===== config.mk =====
export PLATFORM = sky130hd
export DESIGN_NAME = tqvp_bus_initiator
export DESIGN_NICKNAME = d
export VERILOG_FILES = /design/src/rtl/tqvp_bus_initiator.sv
export SDC_FILE = /design/constraint.sdc
export NUM_CORES = 1
export LEC_CHECK = 0
export CAP_MARGIN = 20
export CORE_MARGIN = 4
export CORE_UTILIZATION = 39
export DETAILED_ROUTE_END_ITERATION = 7
export GPL_TIMING_DRIVEN = 0
export PLACE_DENSITY = 0.75
export SETUP_SLACK_MARGIN = 0.3
export SYNTH_ARGS = -nofsm -noshare
export SYNTH_HDL_FRONTEND = slang
export SYNTH_SLANG_ARGS = --single-unit
export TNS_END_PERCENT = 5

===== constraint.sdc =====
create_clock -name clk -period 4 [get_ports clk]
set_clock_uncertainty 0.1 [all_clocks]
set_input_delay 0.4 -clock clk [delete_from_list [all_inputs] [get_ports clk]]
set_output_delay 0.4 -clock clk [all_outputs]
set_load 0.005 [all_outputs]

===== src/rtl/tqvp_bus_initiator.sv =====
// tqvp_bus_initiator
// Initiator side of the TinyQV peripheral bus. It takes one command at a time
// from a valid/ready port and issues a single 8/16/32-bit read or write. It
// then returns the read data and a status code on a second valid/ready port.
// A read that is not acknowledged within TIMEOUT strobe cycles is abandoned.
// An illegal size code is answered directly and never reaches the bus.

module tqvp_bus_initiator #(
  parameter int unsigned TIMEOUT = 16  // legal range 1..255
) (
  input  logic        clk,
  input  logic        rst_n,

  // command port
  input  logic        cmd_valid,
  output logic        cmd_ready,
  input  logic        cmd_write,
  input  logic [1:0]  cmd_size,
  input  logic [5:0]  cmd_addr,
  input  logic [31:0] cmd_wdata,

  // response port
  output logic        rsp_valid,
  input  logic        rsp_ready,
  output logic [31:0] rsp_rdata,
  output logic [1:0]  rsp_status,

  output logic        busy,

  // TinyQV peripheral bus
  output logic [5:0]  bus_address,
  output logic [31:0] bus_wdata,
  output logic [1:0]  bus_write_n,
  output logic [1:0]  bus_read_n,
  input  logic [31:0] bus_rdata,
  input  logic        bus_ready
);

  typedef enum logic [1:0] {
    ST_IDLE  = 2'd0,
    ST_WRITE = 2'd1,
    ST_READ  = 2'd2,
    ST_RESP  = 2'd3
  } state_t;

  localparam logic [1:0] STROBE_IDLE  = 2'b11;
  localparam logic [1:0] SIZE_ILLEGAL = 2'b11;

  localparam logic [1:0] STATUS_OK      = 2'b00;
  localparam logic [1:0] STATUS_TIMEOUT = 2'b01;
  localparam logic [1:0] STATUS_ILLEGAL = 2'b10;

  // The last wait count before a read is abandoned. The strobe therefore
  // lasts at most TIMEOUT cycles.
  localparam logic [7:0] COUNT_LAST = 8'(TIMEOUT - 1);

  state_t      state_reg,       state_next;
  logic [1:0]  size_reg,        size_next;
  logic [7:0]  count_reg,       count_next;
  logic [5:0]  bus_address_reg, bus_address_next;
  logic [31:0] bus_wdata_reg,   bus_wdata_next;
  logic [1:0]  bus_write_n_reg, bus_write_n_next;
  logic [1:0]  bus_read_n_reg,  bus_read_n_next;
  logic        rsp_valid_reg,   rsp_valid_next;
  logic [31:0] rsp_rdata_reg,   rsp_rdata_next;
  logic [1:0]  rsp_status_reg,  rsp_status_next;

  // Read data trimmed to the access size. The upper bits are zero for 8/16-bit reads.
  logic [31:0] rdata_masked;

  // Zero-extend the captured read data according to the latched size.
  always_comb begin
    rdata_masked = bus_rdata;
    case (size_reg)
      2'b00:   rdata_masked = {24'd0, bus_rdata[7:0]};
      2'b01:   rdata_masked = {16'd0, bus_rdata[15:0]};
      default: rdata_masked = bus_rdata;
    endcase
  end

  // Next-state and next-output decode. Every register holds unless a transition changes it.
  always_comb begin
    state_next       = state_reg;
    size_next        = size_reg;
    count_next       = count_reg;
    bus_address_next = bus_address_reg;
    bus_wdata_next   = bus_wdata_reg;
    bus_write_n_next = bus_write_n_reg;
    bus_read_n_next  = bus_read_n_reg;
    rsp_valid_next   = rsp_valid_reg;
    rsp_rdata_next   = rsp_rdata_reg;
    rsp_status_next  = rsp_status_reg;

    case (state_reg)
      ST_IDLE: begin
        if (cmd_valid) begin
          // The bus address/data registers double as the command latch.
          bus_address_next = cmd_addr;
          bus_wdata_next   = cmd_wdata;
          size_next        = cmd_size;
          if (cmd_size == SIZE_ILLEGAL) begin
            // Answer directly. No strobe is driven for an illegal size.
            rsp_valid_next  = 1'b1;
            rsp_status_next = STATUS_ILLEGAL;
            rsp_rdata_next  = 32'd0;
            state_next      = ST_RESP;
          end else if (cmd_write) begin
            bus_write_n_next = cmd_size;
            state_next       = ST_WRITE;
          end else begin
            bus_read_n_next = cmd_size;
            count_next      = 8'd0;
            state_next      = ST_READ;
          end
        end
      end

      ST_WRITE: begin
        // A write strobe lasts a single cycle. The peripheral's ready is not consulted.
        bus_write_n_next = STROBE_IDLE;
        rsp_valid_next   = 1'b1;
        rsp_status_next  = STATUS_OK;
        rsp_rdata_next   = 32'd0;
        state_next       = ST_RESP;
      end

      ST_READ: begin
        if (bus_ready) begin
          bus_read_n_next = STROBE_IDLE;
          rsp_valid_next  = 1'b1;
          rsp_status_next = STATUS_OK;
          rsp_rdata_next  = rdata_masked;
          state_next      = ST_RESP;
        end else begin
          count_next = count_reg + 8'd1;
          if (count_reg == COUNT_LAST) begin
            bus_read_n_next = STROBE_IDLE;
            rsp_valid_next  = 1'b1;
            rsp_status_next = STATUS_TIMEOUT;
            rsp_rdata_next  = 32'd0;
            state_next      = ST_RESP;
          end
        end
      end

      ST_RESP: begin
        // The response stays on the port, unchanged, until it is taken.
        if (rsp_ready) begin
          rsp_valid_next = 1'b0;
          state_next     = ST_IDLE;
        end
      end

      default: begin
        state_next = ST_IDLE;
      end
    endcase
  end

  // State and output registers. A reset aborts any transaction in flight.
  always_ff @(posedge clk) begin
    if (!rst_n) begin
      state_reg       <= ST_IDLE;
      size_reg        <= 2'b00;
      count_reg       <= 8'd0;
      bus_address_reg <= 6'd0;
      bus_wdata_reg   <= 32'd0;
      bus_write_n_reg <= STROBE_IDLE;
      bus_read_n_reg  <= STROBE_IDLE;
      rsp_valid_reg   <= 1'b0;
      rsp_rdata_reg   <= 32'd0;
      rsp_status_reg  <= STATUS_OK;
    end else begin
      state_reg       <= state_next;
      size_reg        <= size_next;
      count_reg       <= count_next;
      bus_address_reg <= bus_address_next;
      bus_wdata_reg   <= bus_wdata_next;
      bus_write_n_reg <= bus_write_n_next;
      bus_read_n_reg  <= bus_read_n_next;
      rsp_valid_reg   <= rsp_valid_next;
      rsp_rdata_reg   <= rsp_rdata_next;
      rsp_status_reg  <= rsp_status_next;
    end
  end

  assign cmd_ready   = (state_reg == ST_IDLE);
  assign busy        = (state_reg != ST_IDLE);
  assign bus_address = bus_address_reg;
  assign bus_wdata   = bus_wdata_reg;
  assign bus_write_n = bus_write_n_reg;
  assign bus_read_n  = bus_read_n_reg;
  assign rsp_valid   = rsp_valid_reg;
  assign rsp_rdata   = rsp_rdata_reg;
  assign rsp_status  = rsp_status_reg;

endmodule


[Yosys cells after proc, flatten, opt, wreduce, memory -nomap -nowiden]
Cells that the tools add are included.
Widths: inputs -> output; s select.
Word-level totals
  flip-flop bits (word level): 89
  bits of input ports: 78
  output and inout bits: 79
  word-level logic and storage cells: 75
Cells by class
  add/subtract/negate cells: 1
  eq/ne operators: 14
  muxes and demuxes: 37
  reduce and logical (&&, ||, !) cells: 13
Operator list (count)
  $mux 32: 4
  $pmux 32 s3: 1
  $pmux 32 s2: 1
  $mux 2: 16
  $mux 8: 4
  $pmux 8 s2: 1
  $reduce_and 4->1: 3
  $ne 2x2->1 const B: 5
  $reduce_and 5->1: 2
  $add 8x1->8 const B: 1
  $eq 8x4->1 const B: 1
  $pmux 2 s2: 2
  $pmux 2 s4: 1
  $eq 2x2->1 const B: 3
  $pmux 2 s3: 1
  $reduce_bool 2->1: 3
  $mux 1: 5
  $eq 2x1->1 const B: 2
  $logic_not 2->1: 2
  $ne 2x1->1 const B: 2
  $pmux 1 s4: 1
  $ne 3x3->1 const B: 1
  $reduce_and 3->1: 1
  $reduce_bool 3->1: 1
  $reduce_and 2->1: 1

[Logic depth before layout (Yosys ltp)]
  depth in word-level cells: 4
  depth in mapped cells: 9
  depth with buffers taken out: 6

[Worst setup path before layout]
No wires, ideal clock.
  path type: reg2reg
  start point: register state_reg[0]
  end point: register count_reg[6]
  library setup time: 0.123 ns
  data arrival time: 1.843 ns
  required time: 3.777 ns
  setup slack: 1.934 ns
  cell stages (with the launch flop): 9
  buffers on the path: 2
  period minus slack after synthesis: 2.066 ns
  path through: dfxtp_1 inv_1 ha_1 clkbuf_1 nor2b_1 a31oi_1 buf_2 nor4_1 mux2_1
On the way
  cells in the longest elaborated chain, start to end: 3
  elaborated cells between the ends (all ways): 9
  those cells by class: 5 x eq/ne; 1 x mux; 3 x reduce/logical
RTL lines
  start, declared: line 57  | state_t state_reg, state_next;
  start signal, assigned: line 174  | state_reg <= state_next;
  $logic_not 2->1 *
  net cmd_ready: line 16  | output logic cmd_ready,
  $ne 2x2->1 (no source line) or $reduce_bool 2->1 (tied branches)
  $reduce_and 5->1 (no source line)
  end signal, assigned: line 176  | count_reg <= count_next;
  end, declared: line 59  | logic [7:0] count_reg, count_next;
Mark *: on every way through the listed nets, which the timed path passes. The rest lies on a longest branch.
A chain may end at the register's enable or synchronous reset.

[Worst setup path after layout]
  start point: register state_reg[0]
  end point: output busy
On the way
  cells in the longest elaborated chain, start to end: 1
RTL lines
  $reduce_bool 2->1: line 188  | assign busy = (state_reg != ST_IDLE);
  end, declared: line 28  | output logic busy,
No other way between the ends.

==> summary.md <==
| Metric | Value |
|---|---|
| Status | `finished, final reports clean` |
| Most frequent cell after synthesis | `nand2_1` |
| R2R Path Start | `state_reg[0]$_SDFFE_PN0P_` |
| Total grt overflow | `0` |
| CP startpoint kind | `flop` |
| CTS Buf Count | `9` |
| Flops & latches, synth | `89` |
| Via count | `roughly 3500` |
| CP Buf/Inv Count | `4` |
| Clock latency on the worst-skew pair | `340 ps` |
| Most frequent cells after synthesis | `nand2_1, dfxtp_1, a21oi_1` |
| Core Rows | `34` |
| Synth Net Count | `514` |
| Final ANT Viol Nets | `0` |
| Distinct cell type count after synthesis | `40` |
| DP Area | `~5300 um^2` |
| Port buffer count | `between 150 and 200` |
| CTS tree | `built` |
| Slowest cell on crit path | `clkdlybuf4s50_1` |
| Clk buf depth | `2` |
| RR Endpoint | `rsp_rdata[23]$_SDFFE_PN0P_` |
| Max incr delay on CP | `540 ps` |
| First-pass GRT wire length | `roughly 17 mm` |
| CP arrival | `approximately 2100 ps` |
| Routed wire length | `~10 mm` |
| # Post-CTS Setup Buffers | `0` |
| Leading area contributor after synthesis | `dfxtp_1` |
| Worst setup endpoint | `busy` |
| Design Power | `~2.8 mW` |
| Crit path depth | `5` |
| Yosys warns | `0` |
| Crit path from | `state_reg[0]$_SDFFE_PN0P_` |
| CTS hold repair buffers | `0` |
| Mean Syn Cell Area | `between 8 and 9 um^2` |
| Clock-pin slew on the worst setup and hold paths | `around 90 ps` |
| Final Instance Area | `approximately 5500 um^2` |
| Largest net degree at the start of global routing | `15` |
| Min Tclk post-route | `2555 ps` |
| Final core occ | `between 60 and 70%` |
| Peak VDD IR | `between 0.2 and 0.3 mV` |
| Pwr/cell area | `a little over 500 nW/um^2` |
| Full die area | `10890 um^2` |
| GRT Total Usage | `between 10% and 20%` |
| Die Y | `between 100 and 150 um` |
| RePlAce Congestion | `between 0.8 and 0.9` |
| HP Class | `primary input to flop` |
| Kind of cell adding the most delay to the critical path | `buffers and inverters` |
| DP HPWL | `between 8 and 9 mm` |
| IO Pins | `157` |
| Initial antenna violation count | `0` |
| Post-Syn Area | `3622 um^2` |
| Setup CP Type | `flop to output port` |
| Final net count | `680` |
| CTS Sinks | `89` |
| Vias/cell | `approximately 5.0` |
| Drt initial violations | `~180` |
| Largest cells by area after synthesis | `dfxtp_1, nand2_1, mux2i_1` |
| Cell mode on critical path | `inv_1` |
| Unrepaired setup endpoints after global routing | `false` |
| Max-Cap Viols | `0` |
| Synth Flop Type | `dfxtp_1` |
| Post_cts resized | `0` |
| Period utilization | `a little under two thirds` |
| DRC Markers | `0` |
| Worst-path fanout max | `9` |
| Register area share after synthesis | `between 40% and 50%` |
| DIE WIDTH | `between 100 and 150 um` |
| Vias in the first global route | `approximately 3600` |
| Worst slew margin | `66.80%` |
| Initial core utilization | `40.74%` |
| Root Buffer Master | `clkbuf_8` |
| Setup violators final | `0` |
| Synth Instances | `about 430` |
| ANT cells | `0` |
| Layout cells sized above 1 | `~4.7%` |
| 1st-pass router iterations | `4` |
| Fill cell count | `between 700 and 800` |
| Slew @ Worst Pin | `around 500 ps` |
| Pleak | `~2.1 nW` |
| Post-synth top area share | `49.19%` |
| Hold Violations, Final | `0` |
| DR WL/cell | `between 10 and 15 um` |
| Number of synthesized flops with an enable pin | `0` |
| CP Capture Type | `output port` |
| R2R depth | `9` |
| Max Freq | `between 0.3 and 0.4 GHz` |
| Area growth, synth to finish | `52.95%` |
| Req. time, crit path | `3500 ps` |
| Async SR Flop Fraction | `0%` |
| Cell Chain, Critical Path | `inv_1 > ha_1 > clkbuf_1 > inv_1 > clkdlybuf4s50_1` |
| R2R Setup Slk | `between 1500 and 2000 ps` |
| Core region area | `8891 um^2` |
| Slew Viols, Final | `0` |
| H-tree lvl count | `3` |
| Fin Setup TNS | `0 ps` |
[through the flow]
step                cells  hold WS (ps)  worst slack (ps)
finish                707         339.3              1445
global route          707         328.7              1341
CTS                   707         326.9              1456
detailed placement    692         347.1              1375
global placement      692         341.8              1448
floorplan             429         336.6              1934
[worst min path at each step]
| stage | from | end | slack [ps] | cells past startpoint |
|---|---|---|---|---|
| finish | rst_n | state_reg[0]$_SDFFE_PN0P_ | 340 | 3 |
| CTS | rst_n | state_reg[0]$_SDFFE_PN0P_ | 330 | 3 |
| detailed placement | bus_wdata[28]$_SDFFE_PN0P_ | bus_wdata[28]$_SDFFE_PN0P_ | 350 | 2 |
| global route | rst_n | state_reg[0]$_SDFFE_PN0P_ | 330 | 3 |
| floorplan | size_reg[0]$_SDFFE_PN0P_ | size_reg[0]$_SDFFE_PN0P_ | 340 | 2 |
| global placement | bus_wdata[5]$_SDFFE_PN0P_ | bus_wdata[5]$_SDFFE_PN0P_ | 340 | 2 |
[power by group]
part / switching (mW) / internal, mW / total, mW / leakage (nW)
logic: 0.544 / 0.528 / 1.07 / 1.24
registers: 0.0617 / 0.989 / 1.05 / 0.724
clock network: 0.306 / 0.413 / 0.720 / 0.117
total: 0.913 / 1.93 / 2.84 / 2.08
[final cells by class]
| class | count | area, um^2 | share of cell area, % |
|---|---|---|---|
| Sequential cell | 89 | 1782 | 32.16 |
| Multi-Input combinational cell | 304 | 1679 | 30.31 |
| Timing Repair Buffer | 155 | 1551 | 28.00 |
| Tap cell | 108 | 135.1 | 2.439 |
| Clock buffer | 10 | 127.6 | 2.304 |
| Buffer | 27 | 127.6 | 2.304 |
| Clock inverter | 5 | 103.9 | 1.874 |
| Inverter | 9 | 33.78 | 0.6098 |
[cell families (layout without fill, tap and decap cells)]
logic type / after synthesis / after routing / share of synthesized area (%)
AOI/OAI and AO/OA: 78 / 78 / 12.92
DFF: 89 / 89 / 49.19
muxes: 35 / 35 / 9.706
adders and majority gates: 7 / 7 / 2.418
and+or+nand+nor: 184 / 184 / 21.31
buffers and inverters: 36 / 206 / 4.456
[placed cells by master (no fill, tap or decap), types with 2 or more instances in the layout]
cell / count
o21a_1: 3
and3_1: 2
clkbuf_1: 22
o31ai_1: 5
clkbuf_8: 9
bufinv_16: 3
ha_1: 7
o32ai_1: 2
o21ai_1: 2
nor2_1: 2
nor2b_1: 3
inv_1: 8
a31o_2: 2
buf_2: 3
dfxtp_1: 89
nand3_1: 5
mux2i_1: 34
clkdlybuf4s50_1: 155
a21oi_1: 53
nand2_1: 153
and2_1: 3
buf_6: 3
nor3_1: 4
or4_1: 5
o211ai_1: 2
[worst register-to-register path: stages, from the launching register on]
cell	delay (ps)
dfxtp_1	370
inv_1	120
ha_1	290
and3_1	200
buf_2	210
and2_1	150
clkbuf_1	240
clkbuf_1	410
nand2_1	120
mux2i_1	150
[layer usage]
metal | vias up | GRT usage, % | share of wire, %
met2 | 139 | 33.26 | 48
met5 | - | 0 | 0
met4 | 0 | 5.603 | 1.3
met1 | 1602 | 22.26 | 42
met3 | 13 | 6.207 | 8.7
li1 | 1765 | - | -
Power figures use the tool's default switching activity.
